===== src/rtl/bus_arbiter_n.sv =====
// N-master system-bus arbiter: registered one-hot grant plus binary mux select,
// fixed-priority or round-robin selection, optional per-tenure hold limit.
module bus_arbiter_n #(
    parameter int NUM_MASTERS = 4,
    parameter int NUM_SLAVES  = 3,
    parameter int RR_MODE     = 0,
    parameter int MAX_HOLD    = 0,
    localparam int MSEL_W     = (NUM_MASTERS > 2) ? $clog2(NUM_MASTERS) : 1
) (
    input  logic                   clk,
    input  logic                   rst,
    input  logic [NUM_MASTERS-1:0] breq,
    input  logic [NUM_SLAVES-1:0]  sready,
    output logic [NUM_MASTERS-1:0] bgrant,
    output logic [MSEL_W-1:0]      msel,
    output logic                   bus_busy,
    output logic                   timeout
);

    localparam int HOLD_W = (MAX_HOLD > 0) ? $clog2(MAX_HOLD + 1) : 1;
    localparam logic [HOLD_W-1:0] HOLD_LAST = HOLD_W'((MAX_HOLD > 0) ? MAX_HOLD - 1 : 0);

    localparam logic [0:0] ST_IDLE  = 1'b0;
    localparam logic [0:0] ST_GRANT = 1'b1;

    logic [0:0]             state_q, state_d;
    logic [NUM_MASTERS-1:0] grant_q, grant_d;
    logic [MSEL_W-1:0]      msel_q, msel_d;
    logic [HOLD_W-1:0]      hold_q, hold_d;
    logic [MSEL_W-1:0]      ptr_q, ptr_d;
    logic [NUM_MASTERS-1:0] mask_q, mask_d;

    logic [NUM_MASTERS-1:0] elig;
    logic                   all_ready;
    logic                   owner_req;
    logic                   expire;
    logic [MSEL_W-1:0]      win;
    int unsigned            idx;

    assign elig      = breq & ~mask_q;
    assign all_ready = &sready;
    assign owner_req = |(breq & grant_q);
    assign expire    = (state_q == ST_GRANT) && (MAX_HOLD != 0) &&
                       (hold_q == HOLD_LAST) && owner_req;

    // Scan from lowest priority to highest so the last hit is the winner;
    // in round-robin the scan starts at the pointer and wraps.
    always_comb begin
        win = '0;
        idx = 0;
        for (int unsigned j = NUM_MASTERS; j > 0; j--) begin
            idx = ((RR_MODE != 0) ? 32'(ptr_q) : 32'd0) + j - 1;
            if (idx >= 32'(NUM_MASTERS)) begin
                idx = idx - 32'(NUM_MASTERS);
            end
            if (elig[idx]) begin
                win = MSEL_W'(idx);
            end
        end
    end

    always_comb begin
        state_d = state_q;
        grant_d = grant_q;
        msel_d  = msel_q;
        hold_d  = hold_q;
        ptr_d   = ptr_q;
        mask_d  = mask_q;
        case (state_q)
            ST_IDLE: begin
                mask_d = '0;
                if ((|elig) && all_ready) begin
                    state_d      = ST_GRANT;
                    grant_d      = '0;
                    grant_d[win] = 1'b1;
                    msel_d       = win;
                    hold_d       = '0;
                    if (RR_MODE != 0) begin
                        ptr_d = (win == MSEL_W'(NUM_MASTERS - 1)) ? '0 : win + 1'b1;
                    end
                end
            end
            default: begin
                if (!owner_req) begin
                    state_d = ST_IDLE;
                    grant_d = '0;
                    msel_d  = '0;
                    mask_d  = '0;
                end else if (expire) begin
                    // Bar the timed-out master from the single following arbitration.
                    state_d = ST_IDLE;
                    mask_d  = grant_q;
                    grant_d = '0;
                    msel_d  = '0;
                end else if (MAX_HOLD != 0) begin
                    hold_d = hold_q + 1'b1;
                end
            end
        endcase
    end

    always_ff @(posedge clk) begin
        if (rst) begin
            state_q <= ST_IDLE;
            grant_q <= '0;
            msel_q  <= '0;
            hold_q  <= '0;
            ptr_q   <= '0;
            mask_q  <= '0;
        end else begin
            state_q <= state_d;
            grant_q <= grant_d;
            msel_q  <= msel_d;
            hold_q  <= hold_d;
            ptr_q   <= ptr_d;
            mask_q  <= mask_d;
        end
    end

    assign bgrant   = grant_q;
    assign msel     = msel_q;
    assign bus_busy = (state_q == ST_GRANT);
    assign timeout  = expire;

    a_onehot_grant: assert property (@(posedge clk) $onehot0(bgrant));
    a_timeout_busy: assert property (@(posedge clk) timeout |-> bus_busy);

endmodule


===== config.mk =====
export PLATFORM = sky130hd
export DESIGN_NAME = bus_arbiter_n
export DESIGN_NICKNAME = d
export VERILOG_FILES = /design/src/rtl/bus_arbiter_n.sv
export SDC_FILE = /design/constraint.sdc
export NUM_CORES = 1
export LEC_CHECK = 0
export CAP_MARGIN = 20
export CORE_AREA = 2 2 39 41
export CTS_BUF_LIST = sky130_fd_sc_hd__clkbuf_4
export DETAILED_ROUTE_END_ITERATION = 10
export DIE_AREA = 0 0 41 43
export SLEW_MARGIN = 30
export SYNTH_ARGS = -nofsm -noshare
export SYNTH_HDL_FRONTEND = slang
export SYNTH_SLANG_ARGS = --single-unit
export TNS_END_PERCENT = 5

===== constraint.sdc =====
create_clock -name clk -period 1.43 [get_ports clk]
set_input_delay 0.286 -clock clk [delete_from_list [all_inputs] [get_ports clk]]
set_output_delay 0.286 -clock clk [all_outputs]
set_load 0.01 [all_outputs]

==> results of run 1 <==
## worst paths after layout
kind	start	end	slack, ns	depth (start not counted)
setup / recovery	breq[3]	bgrant[3]	0.07	4
hold / removal	breq[0]	bgrant[0]	0.41	3
hold reg to reg	msel[1]	msel[1]	0.47	2
setup reg to reg	bus_busy	bgrant[3]	0.23	3
## metrics by stage
stage	hold slack, ns	cell area, sq um	util (%)
3_3_place_gp	0.4678	585.6	42.31
3_5_place_dp	0.4641	585.6	42.31
5_1_grt	0.4853	630.6	45.57
2_1_floorplan	0.4132	381.6	-
6_report	0.4122	630.6	45.57
4_1_cts	0.4751	610.6	44.12
## per-layer routing
layer  GRT usage (%)  share of wire (%)
met2           19.69                 47
met1           16.18                 42
met4           14.00                4.2
met5               0                  0
met3           5.236                7.4
## flip-flops by register name, summed over array words and instances (netlist names)
register / flops
bgrant: 4
bus_busy: 1
msel: 2
## worst max-delay path: stages
cell and delay, ns:
clkdlybuf4s50_1 0.50, a22o_1 0.31, nor3_4 0.25, o32ai_1 0.14
## timing repair
item                                    CTS  global route
resized for setup                         4             6
endpoints found under the setup margin    4             9
pin swaps                                 0             1
## Yosys cell counts
| library cell | count |
|---|---|
| a21oi_1 | 2 |
| a22o_1 | 1 |
| a22o_2 | 1 |
| and4b_4 | 1 |
| buf_1 | 1 |
| buf_4 | 1 |
| conb_1 | 1 |
| dfxtp_1 | 7 |
| inv_1 | 5 |
| nand2_1 | 2 |
| nand2b_1 | 4 |
| nand3_1 | 1 |
| nand3b_1 | 1 |
| nand4b_1 | 1 |
| nor2_1 | 2 |
| nor2b_2 | 1 |
| nor3_4 | 1 |
| nor4_4 | 1 |
| o21ai_0 | 1 |
| o32ai_1 | 3 |
| o41ai_1 | 3 |
## cells by family (layout without fill, tap and decap cells)
family / Yosys count / count (layout) / synth area share, %
AO/OA/AOI/OAI: 11 / 11 / 22.62
buffers and inverters: 7 / 30 / 7.869
flip-flops: 7 / 7 / 36.72
other: 1 / 1 / 0.9827
AND/OR/NAND/NOR: 15 / 15 / 31.80
## cell type report
type	count	area share, %
inverters	5	2.976
well taps	16	3.175
multi-input cells	27	34.72
clock buffers	4	4.762
repair buffers	21	32.14
flip-flops and latches	7	22.22
## where the power goes
part           switching (uW)  internal, uW
sequential               2.74           199
clock                    70.4           125
combinational            34.2          45.5
total                     107           370
==> metrics.md, run 1 <==
| Metric | Value |
|---|---|
| Most frequent cells in the layout | `dfxtp_1 (7), clkdlybuf4s50_1 (6), buf_4 (6)` |
| Row cnt | `14` |
| Max VDD drop | `0.0003376 V` |
| TritonCTS clock tree | `yes` |
| WP data required | `~1.6 ns` |
| Final HPWL DP | `~730 microns` |
| Non-Filler Instances | `80` |
| Worst Path Arrival | `1.49 ns` |
| WL final | `921 microns` |
| Count of state elements after synthesis | `7` |
| Die width | `41 microns` |
| Tcrit/Tclk final | `95.23%` |
| Setup Viol. Count Final | `0` |
| DRC | `0` |
| Area contributors post-synth | `dfxtp_1 (37%), o32ai_1 (6.9%), o41ai_1 (6.9%), nand2b_1 (6.6%), nor4_4 (5.6%)` |
| Clk buf depth | `2` |
| Commonest non-fill, non-tap cell in the layout | `dfxtp_1` |
| Post-synth top area share | `36.72%` |
| P&R area growth vs syn | `65.25%` |
| Placed cell count | `76` |
| Die Y-Extent | `43 microns` |
| Setup CP Type | `in2reg` |
| Die Area | `1763 sq um` |
| Footprint of the multi-input gates | `219.0 sq um` |
| Layout cell share with drive strength beyond 1 | `25.00%` |
| # nets final | `74` |
| RSZ-0062 raised after global routing | `no` |
| N_diodes | `0` |
| Core ar. | `1384 sq um` |
| Avg Cell Area, Syn | `between 9 and 10 sq um` |
| Clock Root Buffer | `clkbuf_4` |
| Mapped Cells | `just over 40` |
| Max Fclk | `734.3 MHz` |
| Cts bufs inserted | `3` |
| Setup Buffers After CTS | `0` |
| Largest net degree at the start of global routing | `10` |
| Yosys synthesis warning count | `0` |
| GRT overflow | `0` |
| Standby leakage power | `0.0003158 uW` |
| Final worst-path setup slack | `0.06816 ns` |
| Sequential area share after synthesis | `36.72%` |
| Crit. End Element | `register` |
| First-pass GRT wire length | `approximately 1600 microns` |
| Count of final max-slew check failures | `0` |
| I/O Buffers | `15` |
| Mapped cell area | `381.6 sq um` |
| Vias in the first global route | `408` |
| Vias | `around 390` |
| Initial Util | `27.58%` |
| DR WL/cell | `~12 microns` |
| FILL cells | `138` |
| Setup TNS | `0 ns` |
| Setup Skew | `0.003529 ns` |
| Vias per Instance | `between 4 and 5` |
| Final Hold Vio Count | `0` |
| Total track usage | `about 14%` |
| Worst-path clk slew | `0.05 ns` |
| Status | `finished clean` |
| Clk_lat worst skew | `0.25 ns` |
| PD cells | `approximately 760 nW/um^2` |
| Antenna violations before repair | `0` |
| Register area | `140.1 sq um` |
| IO Count | `17` |
| Cell variety after synth | `21` |
| Max-cap violation count | `0` |
| Hold Crit Class | `in2reg` |
| TritonCTS Sinks | `7` |
| Placer congestion estimate | `a little under 0.8` |
| Max Fanout on Critical Path | `6` |
| Final min period | `1.362 ns` |
| Worst setup SP type | `input port` |
| Yosys top cell by area | `dfxtp_1` |
| Design Power | `477.5 uW` |
| Post-DRT Antenna Nets | `0` |
| H-tree depth | `1` |
| DRT Pass-1 Iters | `4` |
| Post-CTS Hold Buffers | `0` |
| Pre-CTS WS | `-0.2306 ns` |
| Syn nets | `50` |
| Detailed Route Iter0 Violations | `4` |
(Power assumes the default switching activity.)
==> run 2, diff against run 1 <==
DONT_BUFFER_PORTS = 1   (was default)
==> run 2 against run 1 <==
Against the previous run:
- flip-flop and latch count stayed put
- clock power is 5% higher
- fmax is 15% higher
- total power is 8.2% lower
- core utilization is 15 points lower
- critical path type is now reg2reg
- largest power group is now clock
==> metrics.md, run 2 (synthesis results as in run 1) <==
| Metric | Value |
|---|---|
| Max Fclk | `846.7 MHz` |
| Hold depth | `1` |
| Clock power frac | `46.9%` |
| GRT overflow | `0` |
| Setup Viol. Count Final | `0` |
| DRC | `0` |
| Final HPWL DP | `593.7 microns` |
| Post-CTS Hold Buffers | `0` |
| Detailed Route Iter0 Violations | `2` |
| H-tree depth | `1` |
| Clk buf depth | `2` |
| Die width | `a little over 40 microns` |
| Cts bufs inserted | `3` |
| Net Sw Power | `98.84 uW` |
| Die Y-Extent | `43 microns` |
| Hold Crit Class | `in2reg` |
| Worst Path Arrival | `~1.3 ns` |
| Post-DRT Antenna Nets | `0` |
| Final min period | `1.181 ns` |
| Setup CP Type | `reg2reg` |
| Sw frac | `22.54%` |
| P&R area growth vs syn | `12.13%` |
| Max-cap violation count | `0` |
| Setup Skew | `0.003916 ns` |
| Clk_lat worst skew | `0.26 ns` |
| Max Fanout on Critical Path | `6` |
| Placer congestion estimate | `0.6478` |
| Layout cell share with drive strength beyond 1 | `22.73%` |
| Row cnt | `14` |
| Setup Buffers After CTS | `0` |
| Combinational Power Share | `6.7%` |
| PD cells | `1025 nW/um^2` |
| Setup TNS | `0 ns` |
| Placed inst area | `just under 400 sq um` |
| DRT Pass-1 Iters | `2` |
| Worst R2R Setup Slack | `about 0.25 ns` |
| Reg2Reg Depth | `3` |
| I/O Buffers | `0` |
| Clock Root Buffer | `clkbuf_4` |
| Final Hold Vio Count | `0` |
| RSZ-0062 raised after global routing | `no` |
| Antenna violations before repair | `0` |
| IO Count | `17` |
| Most frequent cells in the layout | `dfxtp_1 (7), inv_1 (5), nand2b_1 (4), clkbuf_4 (4)` |
| # nets final | `54` |
| Vias per Instance | `5.200` |
| TritonCTS Sinks | `7` |
| Commonest non-fill, non-tap cell in the layout | `dfxtp_1` |
| WL final | `slightly below 800 microns` |
| TritonCTS clock tree | `yes` |
| Initial Util | `27.58%` |
| Total track usage | `10.97%` |
| Final Instance Area | `approximately 430 sq um` |
| Largest net degree at the start of global routing | `10` |
| N_diodes | `0` |
| CTS resizes | `0` |
| Vias in the first global route | `314` |
| DR WL/cell | `12.90 microns` |
| Design Power | `438.5 uW` |
| Tcrit/Tclk final | `between 80 and 90%` |
| Worst-path clk slew | `0.06 ns` |
| Worst setup SP type | `register` |
| First-pass GRT wire length | `1193 microns` |
| Count of final max-slew check failures | `0` |
| Util after Layout | `between 30% and 40%` |
| Crit. End Element | `register` |
| Seq pwr share | `46.4%` |
| Max VDD drop | `0.0003450 V` |
| Number of flip-flops in the largest register | `4` |
| Status | `finished clean` |
| Vias | `312` |
| Die Area | `roughly 1800 sq um` |
| Cell internal pwr | `339.7 uW` |
| WP data required | `1.57 ns` |
| Core ar. | `1384 sq um` |
| Standby leakage power | `0.0001386 uW` |
## run 2: per-layer routing
layer	GRT usage (%)	up-vias	wire (microns)
li1	-	158	-
met1	10.68	137	331
met2	14.37	13	346
met3	4.712	4	62
met4	14.00	0	34
met5	0	-	0
## run 2: metrics by stage
| stage | setup WS [ns] | std cells | hold WS (ns) |
|---|---|---|---|
| after CTS | 0.2431 | 60 | 0.08261 |
| final | 0.2489 | 60 | 0.09266 |
| after global routing | 0.1675 | 60 | 0.08548 |
| after global placement | 0.2605 | 56 | 0.3570 |
| after detailed placement | 0.2467 | 56 | 0.3591 |
| after floorplan | 0.2757 | 41 | 0.4132 |
## run 2: cell type report
type,instances,area (sq um)
inverters,5,18.77
multi-input cells,27,211.5
well taps,16,20.02
flip-flops and latches,7,140.1
repair buffers,1,7.507
fillers,158,955.9
clock buffers,4,30.03
## run 2: final timing paths
path | startpoint | end
max | bus_busy | msel[0]
min | rst | bus_busy
max reg2reg | bus_busy | msel[0]
min reg2reg | msel[1] | msel[1]
## run 2: power groups by stage
stage	combinational (uW)	clock (uW)	sequential [uW]
after global routing	32.7	222	204
after CTS	29.5	215	204
after detailed placement	29.4	0	208
final	29.3	206	203
after global placement	29.5	0	208
after floorplan	28.9	0	208
## run 2: worst max-delay path: stages (launching register included)
cell,delay (ns)
dfxtp_1,0.30
and4b_4,0.35
nor2b_2,0.28
o32ai_1,0.13
